### src/rtl/stm32_iq_streamer.sv
// Buffers multi-channel RX IQ sample sets and streams them byte-serially
// to the STM32 over the 8-bit DATA_BUS under DATA_SYNC command framing.
module stm32_iq_streamer #(
    parameter int         RX_CHANNELS  = 2,
    parameter int         SAMPLE_WIDTH = 24,
    parameter int         FIFO_DEPTH   = 16,
    parameter logic [7:0] CMD_RX_IQ    = 8'd4,
    parameter logic [7:0] CMD_STATUS   = 8'd2
) (
    input  logic                                  clk_in,
    input  logic                                  reset_n,
    input  logic                                  DATA_SYNC,
    input  logic [7:0]                            DATA_BUS_IN,
    output logic [7:0]                            DATA_BUS_OUT,
    output logic                                  DATA_BUS_OE,
    input  logic [RX_CHANNELS-1:0]                rx_enable,
    input  logic                                  iq_in_valid,
    input  logic [RX_CHANNELS*SAMPLE_WIDTH-1:0]   iq_in_i,
    input  logic [RX_CHANNELS*SAMPLE_WIDTH-1:0]   iq_in_q,
    output logic                                  iq_overrun,
    output logic                                  iq_underrun,
    output logic [$clog2(FIFO_DEPTH):0]           fifo_level
);

    localparam int BYTES = SAMPLE_WIDTH / 8;
    localparam int CH_W  = RX_CHANNELS * SAMPLE_WIDTH;
    localparam int SET_W = 2 * CH_W;
    localparam int AW    = $clog2(FIFO_DEPTH);
    localparam int LW    = AW + 1;
    localparam int CW    = (RX_CHANNELS > 1) ? $clog2(RX_CHANNELS) : 1;
    localparam int BW    = $clog2(BYTES);

    typedef enum logic [1:0] {IDLE, STREAM, ST0, ST1} state_t;

    state_t                 state_q, state_d;
    logic                   oe_q, oe_d;
    logic [7:0]             dout_q, dout_d;
    logic                   ovr_q, ovr_d;
    logic                   udr_q, udr_d;
    logic [AW-1:0]          wr_ptr_q, wr_ptr_d;
    logic [AW-1:0]          rd_ptr_q, rd_ptr_d;
    logic [LW-1:0]          level_q, level_d;
    logic [SET_W-1:0]       held_q, held_d;
    logic [RX_CHANNELS-1:0] mask_q, mask_d;
    logic [CW-1:0]          ch_q, ch_d;
    logic                   half_q, half_d;
    logic [BW-1:0]          bsel_q, bsel_d;
    logic                   start_q, start_d;

    logic [SET_W-1:0]       mem_q [FIFO_DEPTH];

    logic                   full, empty, pop, wr_en;
    logic                   ovr_evt, udr_evt;
    logic                   nxt_found;
    logic [CW-1:0]          nxt_ch, fch;
    logic [RX_CHANNELS-1:0] fmask;
    logic [SET_W-1:0]       src;

    // Set packing is {Q of all channels, I of all channels}; half=1 selects I.
    function automatic logic [7:0] pick_byte(
        input logic [SET_W-1:0] set,
        input logic [CW-1:0]    ch,
        input logic             half,
        input logic [BW-1:0]    bsel
    );
        int               base;
        logic [SET_W-1:0] sh;
        base = (half ? 0 : CH_W) + int'(ch) * SAMPLE_WIDTH
             + (BYTES - 1 - int'(bsel)) * 8;
        sh = set >> base;
        return sh[7:0];
    endfunction

    function automatic logic [CW-1:0] first_ch(
        input logic [RX_CHANNELS-1:0] m
    );
        logic [CW-1:0] f;
        f = '0;
        for (int c = RX_CHANNELS - 1; c >= 0; c--) begin
            if (m[c]) f = CW'(c);
        end
        return f;
    endfunction

    assign full  = (level_q == LW'(FIFO_DEPTH));
    assign empty = (level_q == '0);

    always_comb begin
        nxt_found = 1'b0;
        nxt_ch    = ch_q;
        for (int c = RX_CHANNELS - 1; c >= 0; c--) begin
            if (mask_q[c] && c > int'(ch_q)) begin
                nxt_found = 1'b1;
                nxt_ch    = CW'(c);
            end
        end
    end

    always_comb begin
        state_d  = state_q;
        oe_d     = oe_q;
        dout_d   = dout_q;
        ovr_d    = ovr_q;
        udr_d    = udr_q;
        wr_ptr_d = wr_ptr_q;
        rd_ptr_d = rd_ptr_q;
        level_d  = level_q;
        held_d   = held_q;
        mask_d   = mask_q;
        ch_d     = ch_q;
        half_d   = half_q;
        bsel_d   = bsel_q;
        start_d  = start_q;
        pop      = 1'b0;
        udr_evt  = 1'b0;
        fmask    = '0;
        fch      = '0;
        src      = held_q;

        if (DATA_SYNC) begin
            if (DATA_BUS_IN == CMD_RX_IQ) begin
                oe_d    = 1'b1;
                state_d = STREAM;
                start_d = 1'b1;
            end else if (DATA_BUS_IN == CMD_STATUS) begin
                oe_d    = 1'b1;
                state_d = ST0;
            end else begin
                oe_d    = 1'b0;
                state_d = IDLE;
            end
        end else begin
            case (state_q)
                STREAM: begin
                    if (start_q) begin
                        fmask  = (rx_enable == '0) ?
                                 RX_CHANNELS'(1) : rx_enable;
                        fch    = first_ch(fmask);
                        mask_d = fmask;
                        if (!empty) begin
                            pop = 1'b1;
                            src = mem_q[rd_ptr_q];
                        end else begin
                            udr_evt = 1'b1;
                        end
                        held_d  = src;
                        dout_d  = pick_byte(src, fch, 1'b0, '0);
                        ch_d    = fch;
                        half_d  = 1'b0;
                        bsel_d  = BW'(1);
                        start_d = 1'b0;
                    end else begin
                        dout_d = pick_byte(held_q, ch_q, half_q, bsel_q);
                        if (bsel_q != BW'(BYTES - 1)) begin
                            bsel_d = bsel_q + BW'(1);
                        end else begin
                            bsel_d = '0;
                            if (!half_q) begin
                                half_d = 1'b1;
                            end else begin
                                half_d = 1'b0;
                                if (nxt_found) ch_d = nxt_ch;
                                else start_d = 1'b1;
                            end
                        end
                    end
                end
                ST0: begin
                    dout_d  = {6'b0, udr_q, ovr_q};
                    ovr_d   = 1'b0;
                    udr_d   = 1'b0;
                    state_d = ST1;
                end
                ST1: begin
                    dout_d  = 8'(level_q);
                    state_d = IDLE;
                end
                default: begin
                    oe_d = 1'b0;
                end
            endcase
        end

        // A pop on the same edge frees the slot, so a full FIFO still accepts.
        wr_en   = iq_in_valid && (!full || pop);
        ovr_evt = iq_in_valid && !wr_en;
        if (wr_en) wr_ptr_d = wr_ptr_q + AW'(1);
        if (pop)   rd_ptr_d = rd_ptr_q + AW'(1);
        level_d = level_q + LW'(wr_en) - LW'(pop);
        if (ovr_evt) ovr_d = 1'b1;
        if (udr_evt) udr_d = 1'b1;
    end

    always_ff @(posedge clk_in or negedge reset_n) begin
        if (!reset_n) begin
            state_q  <= IDLE;
            oe_q     <= 1'b0;
            dout_q   <= '0;
            ovr_q    <= 1'b0;
            udr_q    <= 1'b0;
            wr_ptr_q <= '0;
            rd_ptr_q <= '0;
            level_q  <= '0;
            held_q   <= '0;
            mask_q   <= '0;
            ch_q     <= '0;
            half_q   <= 1'b0;
            bsel_q   <= '0;
            start_q  <= 1'b0;
        end else begin
            state_q  <= state_d;
            oe_q     <= oe_d;
            dout_q   <= dout_d;
            ovr_q    <= ovr_d;
            udr_q    <= udr_d;
            wr_ptr_q <= wr_ptr_d;
            rd_ptr_q <= rd_ptr_d;
            level_q  <= level_d;
            held_q   <= held_d;
            mask_q   <= mask_d;
            ch_q     <= ch_d;
            half_q   <= half_d;
            bsel_q   <= bsel_d;
            start_q  <= start_d;
        end
    end

    always_ff @(posedge clk_in) begin
        if (wr_en) mem_q[wr_ptr_q] <= {iq_in_q, iq_in_i};
    end

    assign DATA_BUS_OUT = dout_q;
    assign DATA_BUS_OE  = oe_q;
    assign iq_overrun   = ovr_q;
    assign iq_underrun  = udr_q;
    assign fifo_level   = level_q;

endmodule

### config.mk
export PLATFORM = sky130hd
export DESIGN_NAME = stm32_iq_streamer
export DESIGN_NICKNAME = d
export VERILOG_FILES = /design/src/rtl/stm32_iq_streamer.sv
export SDC_FILE = /design/constraint.sdc
export NUM_CORES = 2
export LEC_CHECK = 0
export CAP_MARGIN = 40
export CORE_MARGIN = 1
export CORE_UTILIZATION = 67
export DETAILED_ROUTE_END_ITERATION = 7
export PLACE_DENSITY = 0.82
export SYNTH_ARGS = -nofsm -noshare
export SYNTH_HDL_FRONTEND = slang
export SYNTH_SLANG_ARGS = --single-unit
export TNS_END_PERCENT = 30
### constraint.sdc
create_clock -name clk_in -period 22.3 [get_ports clk_in]
set_clock_uncertainty 0.2 [all_clocks]
set_input_delay 3.345 -clock clk_in [delete_from_list [all_inputs] [get_ports clk_in]]
set_output_delay 3.345 -clock clk_in [all_outputs]
set_load 0.01 [all_outputs]
# Yosys cells after proc, flatten, opt, wreduce, memory -nomap -nowiden
# Memories as Yosys holds them, arrays and structs flattened.
# Cells that the tools add are included.
[op_classes]
addsub = 10
multipliers = 2
n_lt_le_gt_ge = 1
n_eq_ne = 12
shift = 2
muxes = 53
n_bitwise = 1
n_reduce_logical = 25
[op_table]
columns = ["operator", "n"]
rows = [
  ["two-way mux 96 bit", 4],
  [">> shifter 96 x 32 -> 8 bit", 1],
  [">> shifter 96 x 8 -> 8 bit", 1],
  ["two-way mux 1 bit", 39],
  ["one-hot mux 8 bit (3 select lines)", 1],
  ["two-way mux 2 bit", 6],
  ["nonzero test 2 bit", 6],
  ["AND reduction 2 bit", 5],
  ["adder 8 x 6 -> 9 bit", 1],
  ["adder 4 x 1 -> 4 bit, second input constant", 2],
  ["adder 7 x 5 -> 8 bit, second input constant", 1],
  ["== test 8 x 2 -> 1 bit, second input constant", 1],
  ["== test 8 x 3 -> 1 bit, second input constant", 1],
  ["two-way mux 8 bit", 1],
  ["inequality test 2 x 1 -> 1 bit, second input constant", 4],
  ["adder 6 x 6 -> 7 bit", 1],
  ["adder 6 x 6 -> 7 bit, first input constant", 1],
  ["multiplier 1 x 2 -> 3 bit, second input constant", 2],
  ["two-way mux 6 bit", 1],
  ["AND reduction 3 bit", 2],
  ["AND reduction 6 bit", 1],
  ["nonzero test 3 bit", 2],
  ["adder 5 x 1 -> 5 bit", 1],
  ["== test 5 bit, second input constant", 1],
  ["15 further kinds", 20],
]
[word_totals]
regBits = 129
ramBits = 1536
output_inout_bits = 16
n_memories = 1
[memory_table]
columns = ["name", "depth", "word_bits", "read_ports", "rd_ports_with_merged_regs", "write_ports", "line", "rtl"]
rows = [
  ["mem_q", 16, 96, 1, 0, 1, "50", "logic [SET_W-1:0] mem_q [FIFO_DEPTH];"],
]

# Longest topological paths before layout
[depth]
word_depth = 13
depth_mapped = 14
mapped_depth_nobuf = 13

# Worst setup path after synthesis
# Ideal clock, no wire load.
[synth_timing]
kind = "input to register"
startpoint = "in DATA_SYNC"
endpoint = "mem mem_q[0][0] (netlist bit) (enable)"
setup_ns = 0.786
arrival_ns = 13.303
slack_ns = 8.010
path_stages = 7
path_buffers = 1
path_cell_list = "nor3b_1 > nand2_1 > nand4_1 > and2_1 > clkbuf_1 > inv_1 > nor4_1"
[synth_via]
elab_chain_cells = 5
[synth_lines]
columns = ["item", "line", "rtl"]
rows = [
  ["from (decl)", "12", "input logic DATA_SYNC,"],
  ["two-way mux 1 bit", "120", "if (DATA_SYNC) begin"],
  ["logical OR 1 bit", "185", "wr_en = iq_in_valid && (!full || pop);"],
  ["logical AND 1 bit", "185", ""],
  ["two-way mux 1 bit", "229", "if (wr_en) mem_q[wr_ptr_q] <= {iq_in_q, iq_in_i};"],
  ["two-way mux 1 bit (not written as such)", "229", ""],
  ["to (decl)", "50", ""],
]
# No other way between the ends.

# Worst setup path in the final report
[layout_timing]
startpoint = "in DATA_SYNC"
endpoint = "mem mem_q[6][75] (netlist bit) (enable)"
# The elaborated chain is that of the path after synthesis.

==> impl_metrics.prom <==
# TYPE chip_impl_metric gauge
chip_impl_info{name="yosys-top-cells-count",value="edfxtp_1 (1536), mux4_2 (422), nand2_1 (271)"} 1
chip_impl_metric{name="final_replace_weighted_congestion",unit=""} 0.913
chip_impl_metric{name="htree_levels",unit=""} 4
chip_impl_metric{name="timing.critical_path.fanout_max",unit=""} 47
chip_impl_metric{name="grt_pass1_wl",unit="microns"} 241000
chip_impl_metric{name="final_hold_violation_count",unit=""} 0
chip_impl_metric{name="core_region_area",unit="sq um"} 95000
chip_impl_info{name="post-synth-top-count-cell",value="edfxtp_1"} 1
chip_impl_metric{name="place.port_buffers",unit=""} 125
chip_impl_metric{name="fin_setup_tns",unit="ps"} 0
chip_impl_metric{name="grt_antenna_before_repair",unit=""} 10
chip_impl_metric{name="final.period_utilization",unit=""} 0.348
chip_impl_metric{name="post_synth_inst_count",unit=""} 3026
chip_impl_metric{name="finalCriticalPeriod",unit="ps"} 7750
chip_impl_metric{name="syn_area",unit="sq um"} 64300
chip_impl_info{name="cp_common_cell",value="nor3b_1"} 1
chip_impl_metric{name="clk_path_buf_depth",unit=""} 3
chip_impl_info{name="setup.worst_path.start_class",value="input pin"} 1
chip_impl_metric{name="finish.utilization",unit=""} 0.764
chip_impl_metric{name="floorplan.io_pins",unit=""} 126
chip_impl_metric{name="dp_hpwl",unit="microns"} 85300
chip_impl_metric{name="mean_post_synth_cell_area",unit="sq um"} 21.3
chip_impl_metric{name="die_height",unit="microns"} 312
chip_impl_metric{name="setup_viol",unit=""} 0
chip_impl_info{name="cpMaxStageDelayCell",value="buf_4"} 1
chip_impl_metric{name="slew_violations",unit=""} 0
chip_impl_metric{name="synth.ff_latch_count",unit=""} 1664
chip_impl_metric{name="grt_start_max_net_pins",unit=""} 157
chip_impl_metric{name="drt_first_pass_iters",unit=""} 7
chip_impl_metric{name="fin_cells",unit=""} 4624
chip_impl_metric{name="synth_async_sr_flop_share",unit=""} 0.0769
chip_impl_metric{name="detailroute.via_count",unit=""} 33700
chip_impl_metric{name="synth_sequential_area_ratio",unit=""} 0.767
chip_impl_metric{name="critPathMaxStageDelay",unit="ps"} 730
chip_impl_metric{name="cts_num_sinks",unit=""} 1664
chip_impl_info{name="worstSetupEndpointType",value="register"} 1
chip_impl_metric{name="placed_cells",unit=""} 4326
chip_impl_metric{name="path_buf_inv",unit=""} 4
chip_impl_metric{name="ctsHoldBuffers",unit=""} 0
chip_impl_metric{name="synth_compound_gate_area_share",unit=""} 0.0245
chip_impl_metric{name="grt_pass1_vias",unit=""} 34700
chip_impl_metric{name="drcViolationCount",unit=""} 0
chip_impl_metric{name="postCtsSetupRepairBufs",unit=""} 0
chip_impl_metric{name="wl_per_cell",unit="microns"} 36.0
chip_impl_metric{name="die_x",unit="microns"} 312
chip_impl_metric{name="vias_per_cell",unit=""} 7.29
chip_impl_info{name="synthFlopType",value="edfxtp_1"} 1
chip_impl_metric{name="die-area",unit="sq um"} 97300
chip_impl_info{name="dominant_combinational_cell_family_by_area_after_synthesis",value="multiplexers"} 1
chip_impl_metric{name="track_usage",unit=""} 0.350
chip_impl_metric{name="drive_above_1_share",unit=""} 0.227
chip_impl_info{name="hold_path_class",value="reg2reg"} 1
chip_impl_info{name="critical_path.cell_chain",value="clkdlybuf4s50_1 -> nor3b_1 -> nand2_1 -> nand4_1 -> and2_1 -> inv_1 -> nor3b_1 -> and2_4 -> buf_16 -> buf_4"} 1
chip_impl_metric{name="synth_simple_gate_area_share",unit=""} 0.0249
chip_impl_metric{name="antenna_violation_net_count_after_detailed_routing",unit=""} 0
chip_impl_metric{name="yosys.area_share.xor_xnor",unit=""} 0.00231
chip_impl_metric{name="synth_mux_area_frac",unit=""} 0.162
chip_impl_info{name="timing_worst_setup_path_type",value="in2reg"} 1
chip_impl_info{name="tritoncts",value="built"} 1
chip_impl_metric{name="dr.first_iter.drc_count",unit=""} 5623
chip_impl_metric{name="nets",unit=""} 3355
chip_impl_metric{name="achievable-frequency",unit="MHz"} 129
chip_impl_info{name="status",value="complete, no violations"} 1
chip_impl_metric{name="maxCapViolCount",unit=""} 0
chip_impl_metric{name="row_count",unit=""} 113
chip_impl_metric{name="power.static_leakage",unit="nW"} 23.1
chip_impl_metric{name="vdd_ir_drop_max",unit="mV"} 0.0835
chip_impl_metric{name="post_cts.resized_instances",unit=""} 0
chip_impl_metric{name="critical_path_arrival",unit="ps"} 7920
chip_impl_metric{name="post_synth_num_cell_types",unit=""} 60
chip_impl_metric{name="insertion_delay",unit="ps"} 780
chip_impl_metric{name="final.fill_count",unit=""} 4471
chip_impl_info{name="cts_root_buffer",value="clkbuf_16"} 1
chip_impl_metric{name="required_worst_endpoint",unit="ps"} 22470
chip_impl_metric{name="post_synth_net_total",unit=""} 3159
chip_impl_metric{name="gr-total-overflow",unit=""} 0
chip_impl_metric{name="yosysTopAreaCellShare",unit=""} 0.717
chip_impl_metric{name="pwr_density_cell",unit="nW/um^2"} 99.5
chip_impl_metric{name="postRouteWirelength",unit="microns"} 166000
chip_impl_metric{name="synth-adder-area-share",unit=""} 0.00471
chip_impl_info{name="timing.critical_path.max_delay_family",value="simple AND/OR/NAND/NOR gates"} 1
chip_impl_metric{name="synthesis.yosys.warnings",unit=""} 0
chip_impl_metric{name="relSlewSlack",unit=""} 0.156
chip_impl_info{name="synthTopCellsByArea",value="edfxtp_1 (72%), mux4_2 (15%), dfrtp_1 (5.0%)"} 1
chip_impl_metric{name="tightest_slew",unit="ps"} 1270
chip_impl_metric{name="number_of_synthesized_flops_with_an_enable_pin",unit=""} 1536
chip_impl_info{name="yosys.area.top_type",value="edfxtp_1"} 1
chip_impl_info{name="grt_setup_unrepaired",value="false"} 1
chip_impl_metric{name="synthToLayoutAreaGrowth",unit="%"} 12.9
chip_impl_metric{name="clock_slew_at_the_register_clock_pins_of_the_worst_setup_and_hold_paths",unit="ps"} 70
chip_impl_metric{name="cts-buffers-inserted",unit=""} 158
chip_impl_metric{name="initial_core_util",unit=""} 0.677
==> routing by layer <==
metal | routed length [microns] | vias to the layer above | track usage
li1 | - | 12900 | -
met1 | 54700 | 17200 | 0.461
met2 | 82400 | 3022 | 0.564
met3 | 20100 | 589 | 0.0778
met4 | 9250 | 8 | 0.170
met5 | 52 | - | 0
==> power breakdown <==
| group | switching, W | internal (W) |
|---|---|---|
| sequential | 0.000110 | 0.00372 |
| combinational | 0.000459 | 0.000250 |
| clock | 0.00117 | 0.00151 |
==> cell families (layout without fill, tap and decap cells) <==
group | after synthesis | in the layout
AO/OA/AOI/OAI | 237 | 237
XOR/XNOR | 17 | 17
adder cells (fa/ha/maj) | 23 | 23
buffers and inverters | 191 | 519
flip-flops | 1664 | 1664
multiplexers | 514 | 514
other | 0 | 5
AND/OR/NAND/NOR | 380 | 380
==> final timing paths <==
check | from | to | slack (ps) | depth (start not counted)
max in group asynchronous | reset_n | held_q[54] | 18400 | 3
min reg2reg | held_q[53] | held_q[53] | 290 | 2
max reg2reg | state_q[1] | mem_q[6][75] | 17220 | 9
min in group asynchronous | reset_n | ch_q | 2350 | 1
max | DATA_SYNC | mem_q[6][75] | 14550 | 10
min | held_q[53] | held_q[53] | 290 | 2
==> flip-flops by register name, summed over array words and instances, names as in the netlist <==
register	cells
mem_q	1536
held_q	96
DATA_BUS_OUT	8
fifo_level	5
rd_ptr_q	4
wr_ptr_q	4
bsel_q	2
state_q	2
DATA_BUS_OE	1
ch_q	1
half_q	1
iq_overrun	1
iq_underrun	1
mask_q	1
start_q	1
==> final cells by class <==
cell class / instances / area (sq um) / share of cell area
sequential: 1664 / 49300 / 0.679
multi-input combinational: 1171 / 14200 / 0.195
clock buffer: 201 / 4320 / 0.0595
timing repair buffer: 202 / 2320 / 0.0320
tap: 1265 / 1580 / 0.0218
clock inverter: 91 / 779 / 0.0107
inverter: 25 / 98.8 / 0.00136
antenna: 5 / 12.5 / 0.000172
==> cells in the final DEF, fill, tap and decap left out, types with 23 or more instances in the layout <==
cell,instances
mux4_2,422
nand3_1,24
o21ai_0,96
edfxtp_1,1536
nand2_1,271
nor2_1,24
buf_4,49
inv_1,23
dfrtp_1,125
clkinv_1,36
mux2i_1,84
a21oi_1,23
o221ai_1,66
clkdlybuf4s50_1,124
clkbuf_16,163
clkinv_2,26
clkbuf_1,28
==> per-stage QoR <==
stage | instance area [sq um] | total power (W) | hold WS [ps] | setup slack, ps
floorplan | 64300 | 0.00425 | 240 | 8010
global placement | 66800 | 0.00447 | 256 | 13730
detailed placement | 67500 | 0.00455 | 266 | 14130
CTS | 72600 | 0.00722 | 282 | 14760
global route | 72600 | 0.00738 | 326 | 14410
finish | 72600 | 0.00722 | 286 | 14550
==> tightest hold or removal path: cells and delay by family, from the launching register on <==
kind,cells,cell delay [ps]
flip-flops,1,340
AND/OR/NAND/NOR,2,110
(Power assumes the default switching activity.)
